**src/rtl/uart_arb_pkg.sv**
```systemverilog
`default_nettype none
// ============================================================================
// Module   : uart_arb_pkg
// Purpose  : Shared definitions for the UART TX arbiter slice: byte width,
//            TX sequencer state encoding and the round-robin pick function.
// Ports    : none (package)
// Revision : 1.0 - initial release
// ============================================================================
package uart_arb_pkg;

  localparam int unsigned C_BYTE_W  = 8;
  localparam int unsigned C_MAX_REQ = 8;

  typedef enum logic [1:0] {
    IDLE  = 2'd0,
    GUARD = 2'd1,
    DRAIN = 2'd2
  } seq_state_t;

  // First requester strictly after 'last', scanning upward and wrapping
  // modulo n. The scan runs from the far end back toward last+1 so that the
  // nearest candidate is the final one written. Returns 'last' when no bit
  // of 'valid' is set. n must be in 1..C_MAX_REQ.
  function automatic int unsigned rr_next(input logic [C_MAX_REQ-1:0] valid,
                                          input int unsigned          last,
                                          input int unsigned          n);
    int unsigned pick;
    int unsigned idx;
    pick = last;
    for (int unsigned k = C_MAX_REQ; k >= 1; k--) begin
      if (k <= n) begin
        idx = (last + k) % n;
        if ((valid & (8'd1 << idx)) != 8'd0) begin
          pick = idx;
        end
      end
    end
    return pick;
  endfunction

endpackage
`default_nettype wire

```
**src/rtl/uart_tx_fifo.sv**
```systemverilog
`default_nettype none
// ============================================================================
// Module   : uart_tx_fifo
// Purpose  : Small circular-buffer FIFO between the arbiter and the UART
//            sequencer. Pointers carry one extra wrap bit so full and empty
//            are told apart by the pointer difference.
// Ports    : clk, resetq (async, active-low)
//            push/wr_data  - write side
//            pop/rd_data   - read side (rd_data shows the head)
//            flush         - synchronous empty, wins over push/pop
//            full, empty, level (0..DEPTH)
// Revision : 1.0 - initial release
// ============================================================================
module uart_tx_fifo #(
  parameter int unsigned DEPTH = 4,
  parameter int unsigned WIDTH = 8
) (
  input  logic                     clk,
  input  logic                     resetq,
  input  logic                     push,
  input  logic                     pop,
  input  logic                     flush,
  input  logic [WIDTH-1:0]         wr_data,
  output logic [WIDTH-1:0]         rd_data,
  output logic                     full,
  output logic                     empty,
  output logic [$clog2(DEPTH):0]   level
);

  localparam int unsigned        C_AW       = $clog2(DEPTH);
  localparam logic [C_AW:0]      C_FULL_LVL = (C_AW + 1)'(DEPTH);

  logic [WIDTH-1:0] r_mem [DEPTH];
  logic [C_AW:0]    r_wptr;
  logic [C_AW:0]    r_rptr;
  logic             w_push;
  logic             w_pop;

  assign level = r_wptr - r_rptr;
  assign full  = (level == C_FULL_LVL);
  assign empty = (level == '0);

  // Simultaneous push and pop is legal at both extremes: when full the slot
  // being written is the one being read out; when empty the incoming word
  // bypasses straight to rd_data so the level stays unchanged.
  assign w_push = push & ~flush & (~full  | pop);
  assign w_pop  = pop  & ~flush & (~empty | push);

  assign rd_data = empty ? wr_data : r_mem[r_rptr[C_AW-1:0]];

  always_ff @(posedge clk) begin
    if (w_push) begin
      r_mem[r_wptr[C_AW-1:0]] <= wr_data;
    end
  end

  always_ff @(posedge clk or negedge resetq) begin
    if (!resetq) begin
      r_wptr <= '0;
      r_rptr <= '0;
    end else if (flush) begin
      r_wptr <= '0;
      r_rptr <= '0;
    end else begin
      if (w_push) r_wptr <= r_wptr + 1'b1;
      if (w_pop)  r_rptr <= r_rptr + 1'b1;
    end
  end

endmodule
`default_nettype wire

```
**src/rtl/uart_tx_arbiter.sv**
```systemverilog
`default_nettype none
// ============================================================================
// Module   : uart_tx_arbiter
// Purpose  : Shares one UART transmitter among N_REQ byte producers.
//            Round-robin grant locked for a whole packet, a TX FIFO, and a
//            sequencer that strobes the UART and waits out its busy flag.
// Ports    : clk, resetq (async, active-low)
//            req_valid/req_data/req_last/req_ready - producer handshakes
//            tx_wr/tx_data/tx_busy                 - UART side
//            flush                                 - synchronous abort
//            grant_id/grant_vld                    - current owner
//            fifo_level                            - FIFO occupancy
// Revision : 1.0 - initial release
// ============================================================================
module uart_tx_arbiter
  import uart_arb_pkg::*;
#(
  parameter int unsigned N_REQ      = 2,
  parameter int unsigned FIFO_DEPTH = 4
) (
  input  logic                          clk,
  input  logic                          resetq,
  input  logic [N_REQ-1:0]              req_valid,
  input  logic [C_BYTE_W*N_REQ-1:0]     req_data,
  input  logic [N_REQ-1:0]              req_last,
  output logic [N_REQ-1:0]              req_ready,
  output logic                          tx_wr,
  output logic [C_BYTE_W-1:0]           tx_data,
  input  logic                          tx_busy,
  input  logic                          flush,
  output logic [$clog2(N_REQ)-1:0]      grant_id,
  output logic                          grant_vld,
  output logic [$clog2(FIFO_DEPTH):0]   fifo_level
);

  localparam int unsigned      C_IDW      = $clog2(N_REQ);
  localparam logic [C_IDW-1:0] C_LAST_RST = C_IDW'(N_REQ - 1);

  logic                r_grant_vld;
  logic [C_IDW-1:0]    r_grant_id;
  logic [C_IDW-1:0]    r_last_owner;
  logic [C_IDW-1:0]    w_pick_id;
  logic                w_full;
  logic                w_empty;
  logic                w_accept;
  logic                w_acc_last;
  logic                w_pop;
  logic [C_BYTE_W-1:0] w_owner_data;
  logic [C_BYTE_W-1:0] w_head;
  logic                r_tx_wr;
  logic [C_BYTE_W-1:0] r_tx_data;
  seq_state_t          r_state;
  seq_state_t          w_state_nxt;

  // ---------------------------------------------------------------- arbiter
  for (genvar gi = 0; gi < N_REQ; gi++) begin : g_ready
    assign req_ready[gi] = r_grant_vld & (r_grant_id == C_IDW'(gi)) &
                           ~w_full & ~flush;
  end

  // req_ready is one-hot on the owner, so the masked OR picks out the
  // owner's handshake without indexing by grant_id.
  assign w_accept     = |(req_valid & req_ready);
  assign w_acc_last   = |(req_valid & req_ready & req_last);
  assign w_owner_data = req_data[int'(r_grant_id)*C_BYTE_W +: C_BYTE_W];
  assign w_pick_id    = C_IDW'(rr_next(8'(req_valid), 32'(r_last_owner), N_REQ));

  always_ff @(posedge clk or negedge resetq) begin
    if (!resetq) begin
      r_grant_vld  <= 1'b0;
      r_grant_id   <= '0;
      r_last_owner <= C_LAST_RST;
    end else if (flush) begin
      // Abort drops the owner but does not count as a completed turn.
      r_grant_vld <= 1'b0;
    end else if (r_grant_vld) begin
      if (w_acc_last) begin
        r_grant_vld  <= 1'b0;
        r_last_owner <= r_grant_id;
      end
    end else if (|req_valid) begin
      r_grant_vld <= 1'b1;
      r_grant_id  <= w_pick_id;
    end
  end

  // ------------------------------------------------------------------- FIFO
  uart_tx_fifo #(
    .DEPTH (FIFO_DEPTH),
    .WIDTH (C_BYTE_W)
  ) u_fifo (
    .clk     (clk),
    .resetq  (resetq),
    .push    (w_accept),
    .pop     (w_pop),
    .flush   (flush),
    .wr_data (w_owner_data),
    .rd_data (w_head),
    .full    (w_full),
    .empty   (w_empty),
    .level   (fifo_level)
  );

  // -------------------------------------------------------------- sequencer
  always_ff @(posedge clk or negedge resetq) begin
    if (!resetq) begin
      r_state <= IDLE;
    end else begin
      r_state <= w_state_nxt;
    end
  end

  // GUARD spends one cycle ignoring tx_busy because the UART raises busy a
  // cycle after it sees wr.
  always_comb begin
    w_state_nxt = r_state;
    w_pop       = 1'b0;
    if (flush) begin
      w_state_nxt = IDLE;
    end else begin
      unique case (r_state)
        IDLE: begin
          if (!w_empty && !tx_busy) begin
            w_pop       = 1'b1;
            w_state_nxt = GUARD;
          end
        end
        GUARD: w_state_nxt = DRAIN;
        DRAIN: begin
          if (!tx_busy) w_state_nxt = IDLE;
        end
        default: w_state_nxt = IDLE;
      endcase
    end
  end

  always_ff @(posedge clk or negedge resetq) begin
    if (!resetq) begin
      r_tx_wr   <= 1'b0;
      r_tx_data <= '0;
    end else begin
      r_tx_wr <= w_pop;
      if (w_pop) r_tx_data <= w_head;
    end
  end

  assign tx_wr     = r_tx_wr;
  assign tx_data   = r_tx_data;
  assign grant_id  = r_grant_id;
  assign grant_vld = r_grant_vld;

endmodule
`default_nettype wire

```
**config.mk**
```make
export PLATFORM = sky130hd
export DESIGN_NAME = uart_tx_arbiter
export DESIGN_NICKNAME = d
export VERILOG_FILES = /design/src/rtl/uart_arb_pkg.sv /design/src/rtl/uart_tx_fifo.sv /design/src/rtl/uart_tx_arbiter.sv
export SDC_FILE = /design/constraint.sdc
export NUM_CORES = 1
export LEC_CHECK = 0
export CAP_MARGIN = 5
export CORE_MARGIN = 2
export CORE_UTILIZATION = 56
export CTS_CLUSTER_DIAMETER = 120
export CTS_CLUSTER_SIZE = 8
export DETAILED_ROUTE_END_ITERATION = 8
export DONT_BUFFER_PORTS = 1
export PLACE_DENSITY_LB_ADDON = 0.12
export SKIP_LAST_GASP = 1
export SLEW_MARGIN = 20
export SYNTH_ARGS = -nofsm -noshare
export SYNTH_HDL_FRONTEND = slang
export SYNTH_SLANG_ARGS = --single-unit
```
**constraint.sdc**
```tcl
create_clock -name clk -period 2.4 [get_ports clk]
set_clock_uncertainty 0.15 [all_clocks]
set_input_delay 0.6 -clock clk [delete_from_list [all_inputs] [get_ports clk]]
set_output_delay 0.6 -clock clk [all_outputs]
set_load 0.005 [all_outputs]
```
==> summary.md <==
| Metric | Value |
|---|---|
| Post-synthesis sequential area ratio | `0.6104` |
| Grt total ovfl | `0` |
| Mapped Cells | `148` |
| Detailed Route WL | `4.454 mm` |
| Sw frac | `0.3141` |
| P_leak | `1.109 nW` |
| Via density | `5.924` |
| Area of the die | `4818 um^2` |
| Sw power | `just under 0.9 mW` |
| Post-Syn Nets | `between 150 and 200` |
| Top cells by area in the synthesized netlist | `edfxtp_1 40%, dfrtp_1 20%, mux4_2 7.5%` |
| Final WS setup | `-0.2103 ns` |
| I/O Buffers | `0` |
| DRC | `0` |
| H-tree lvl count | `2` |
| YS warnings | `0` |
| Mapped Area | `approximately 2400 um^2` |
| Multi-input logic area | `around 960 um^2` |
| Critical path fanouts, max | `4` |
| Clock buffer count from CTS | `5` |
| Synth top area share | `0.4010` |
| Int Pwr | `around 1.9 mW` |
| Clock power frac | `0.173` |
| Synth area leader | `edfxtp_1` |
| Combinational Power Share | `0.401` |
| Distinct cells, synth | `37` |
| FF+latch count, synth | `between 50 and 60` |
| Clk_lat worst skew | `around 0.30 ns` |
| Most used DFF post-synth | `edfxtp_1` |
| FFs w/ async S/R, synth | `0.3846` |
| Avg Synthesized Cell Area | `roughly 16 um^2` |
| Die X | `about 69 um` |
| EDFF count, synth | `32` |
| Post-route minimum period | `roughly 2.6 ns` |
| Core box area | `4058 um^2` |
| Period utilization | `1.088` |
| Starting Density | `0.5905` |
| CTS tree | `done` |
| Count of final setup violators | `14` |
| Via Count | `1321` |
| Outcome | `finished with violations` |
| Largest net degree at the start of global routing | `21` |
| Most common cell after layout, fill and taps aside | `edfxtp_1` |
| Detail Route Antenna Nets | `0` |
| First-pass GRT wire length | `around 7.4 mm` |
| Slew HR | `0.3751` |
| Tot Pwr | `approximately 2.8 mW` |
| Chip height | `about 70 um` |
| HP Class | `input pin to register` |
| Most frequent cells in the layout | `32 x edfxtp_1, 19 x dfrtp_1, 18 x buf_4` |
| Sequential share of power | `0.426` |
| Worst Hold Depth | `1` |
| Failing checks | `negative setup slack` |
| Initial antenna violation count | `0` |
| GP Congestion | `approximately 0.80` |
| IR drop worst, VDD | `0.0005001 V` |
| Slew Limit Fails | `0` |
| Clock root buffer | `clkbuf_8` |
| Share of layout cells above drive strength 1 | `0.4335` |
| # IOs | `40` |
| Final instance area | `between 2000 and 3000 um^2` |
| Hold WS | `a little over 0.2 ns` |
| Pwr dens | `between 1000 and 1500 nW/um^2` |
| ANT cells | `0` |
| Worst-case reg-to-reg path depth | `9` |
| Max_cap viols | `0` |
| Area grow syn2layout | `17.34%` |
| Number of fill cells | `270` |
| Max Clk Rate | `383.1 MHz` |
| Critical Path Start Type | `register` |
| Sequential cell area | `about 1500 um^2` |
| Clock slew at reported path FFs | `~0.1 ns` |
| TNS Setup | `-1.915 ns` |
| Detailed Place HPWL | `~3.2 mm` |
| Drt first pass iters | `4` |
| Layout Cells excl Fill | `approximately 220` |
| Tot GR Track Use | `0.2011` |
| DR iter-0 viols | `50` |
| Final hold vios | `0` |
| Final nets | `203` |
| Wire per inst | `approximately 20 um` |
| Required time of the critical path | `about 1.7 ns` |
| Slew of the pin with the lowest slew margin | `approximately 0.93 ns` |
| Placed Cells | `209` |
| CTS max path bufs | `2` |
| RSZ-0062 raised after global routing | `yes` |
| CTS sink cnt | `52` |
| Dpl cell area | `around 2600 um^2` |
| Rows | `23` |
| Worst setup EP type | `primary output` |
| Vias in the first global route | `1458` |
| CP Class | `register to primary output` |
| CP Data Arrival Time | `between 1.5 and 2 ns` |
what timing repair did:
action | in CTS | in global routing
hold buffers | 1 | 0
cloned | 0 | 1
buffers inserted | 3 | 4
endpoints found under the setup margin | 30 | 43
endpoints found under the hold margin | 20 | 0
pin swaps | 1 | 3
gates resized for setup | 5 | 9
cell families after synthesis:
group,Yosys count,share of synthesized area
buffers and inverters,13,0.02402
adder cells (fa/ha/maj),7,0.03969
AND/OR/NAND/NOR,32,0.07259
multiplexers,32,0.1984
XOR/XNOR,1,0.01044
flip-flops,52,0.6104
AO/OA/AOI/OAI,11,0.04439
state kept, by name, indices dropped and copies added, names as in the netlist:
register and flops:
u_fifo.r_rptr 3, tx_data 8, u_fifo.r_mem 32, tx_wr 1, grant_id 1, grant_vld 1, r_state 2, u_fifo.r_wptr 3
r_last_owner 1
cells in the mapped netlist (all sizes together) (2+ instances only):
| cell type | count |
|---|---|
| a311oi | 4 |
| ha | 6 |
| nand2 | 6 |
| and3 | 4 |
| nand3 | 2 |
| nor2b | 3 |
| buf | 3 |
| dfrtp | 19 |
| edfxtp | 32 |
| nor2 | 4 |
| o21ai | 2 |
| mux2 | 20 |
| nor3 | 2 |
| nand2b | 5 |
| mux2i | 4 |
| clkbuf | 3 |
| inv | 7 |
| mux4 | 8 |
critical path: stages, from the launching register on:
cell and delay [ns]:
dfrtp_1 0.42, ha_4 0.17, fa_2 0.33, xor3_2 0.29, a31oi_4 0.19, and2_1 0.16
per-layer routing:
| layer | vias to the layer above | GRT usage | share of wire |
|---|---|---|---|
| met4 | 0 | 0.06972 | 0.0083 |
| li1 | 608 | - | - |
| met2 | 38 | 0.3301 | 0.52 |
| met5 | - | 0 | 0 |
| met1 | 670 | 0.2636 | 0.43 |
| met3 | 5 | 0.04942 | 0.040 |
per-stage QoR:
stage                       util  worst slack, ns
after floorplan                -         -0.08064
after CTS                 0.6818          -0.2406
after global placement    0.6466          0.01728
after detailed placement  0.6466         -0.02952
final                     0.6929          -0.2103
after global routing      0.6929          -0.2699
power groups by stage:
stage / Combinational, mW / Clock, mW / Sequential (mW)
finish: 1.14 / 0.490 / 1.21
floorplan: 0.698 / 0 / 1.19
detailed placement: 0.931 / 0 / 1.22
CTS: 1.02 / 0.505 / 1.21
global route: 1.23 / 0.538 / 1.22
global placement: 0.908 / 0 / 1.22
area by class of cell:
| cell class | instances | share of cell area |
|---|---|---|
| Clock buffer | 6 | 0.02581 |
| Clock inverter | 2 | 0.004895 |
| Inverter | 7 | 0.009346 |
| Multi-Input combinational cell | 83 | 0.3418 |
| Sequential cell | 52 | 0.5202 |
| Tap cell | 50 | 0.02225 |
| Timing Repair Buffer | 23 | 0.07566 |
worst paths after layout:
path                                                   start                           end  slack [ns]
max in group asynchronous                             resetq        tx_data[7]$_DFFE_PN0P_        0.79
worst max register to register  u_fifo.r_rptr[0]$_DFFE_PN0P_        tx_data[7]$_DFFE_PN0P_       -0.15
worst min register to register  u_fifo.r_rptr[2]$_DFFE_PN0P_  u_fifo.r_rptr[2]$_DFFE_PN0P_        0.35
worst max-delay path            u_fifo.r_rptr[0]$_DFFE_PN0P_                  req_ready[1]       -0.21
worst min-delay path                                   flush           grant_vld$_DFF_PN0_        0.20
min in group asynchronous                             resetq  u_fifo.r_rptr[2]$_DFFE_PN0P_        0.73
Power figures use the tool's default switching activity.
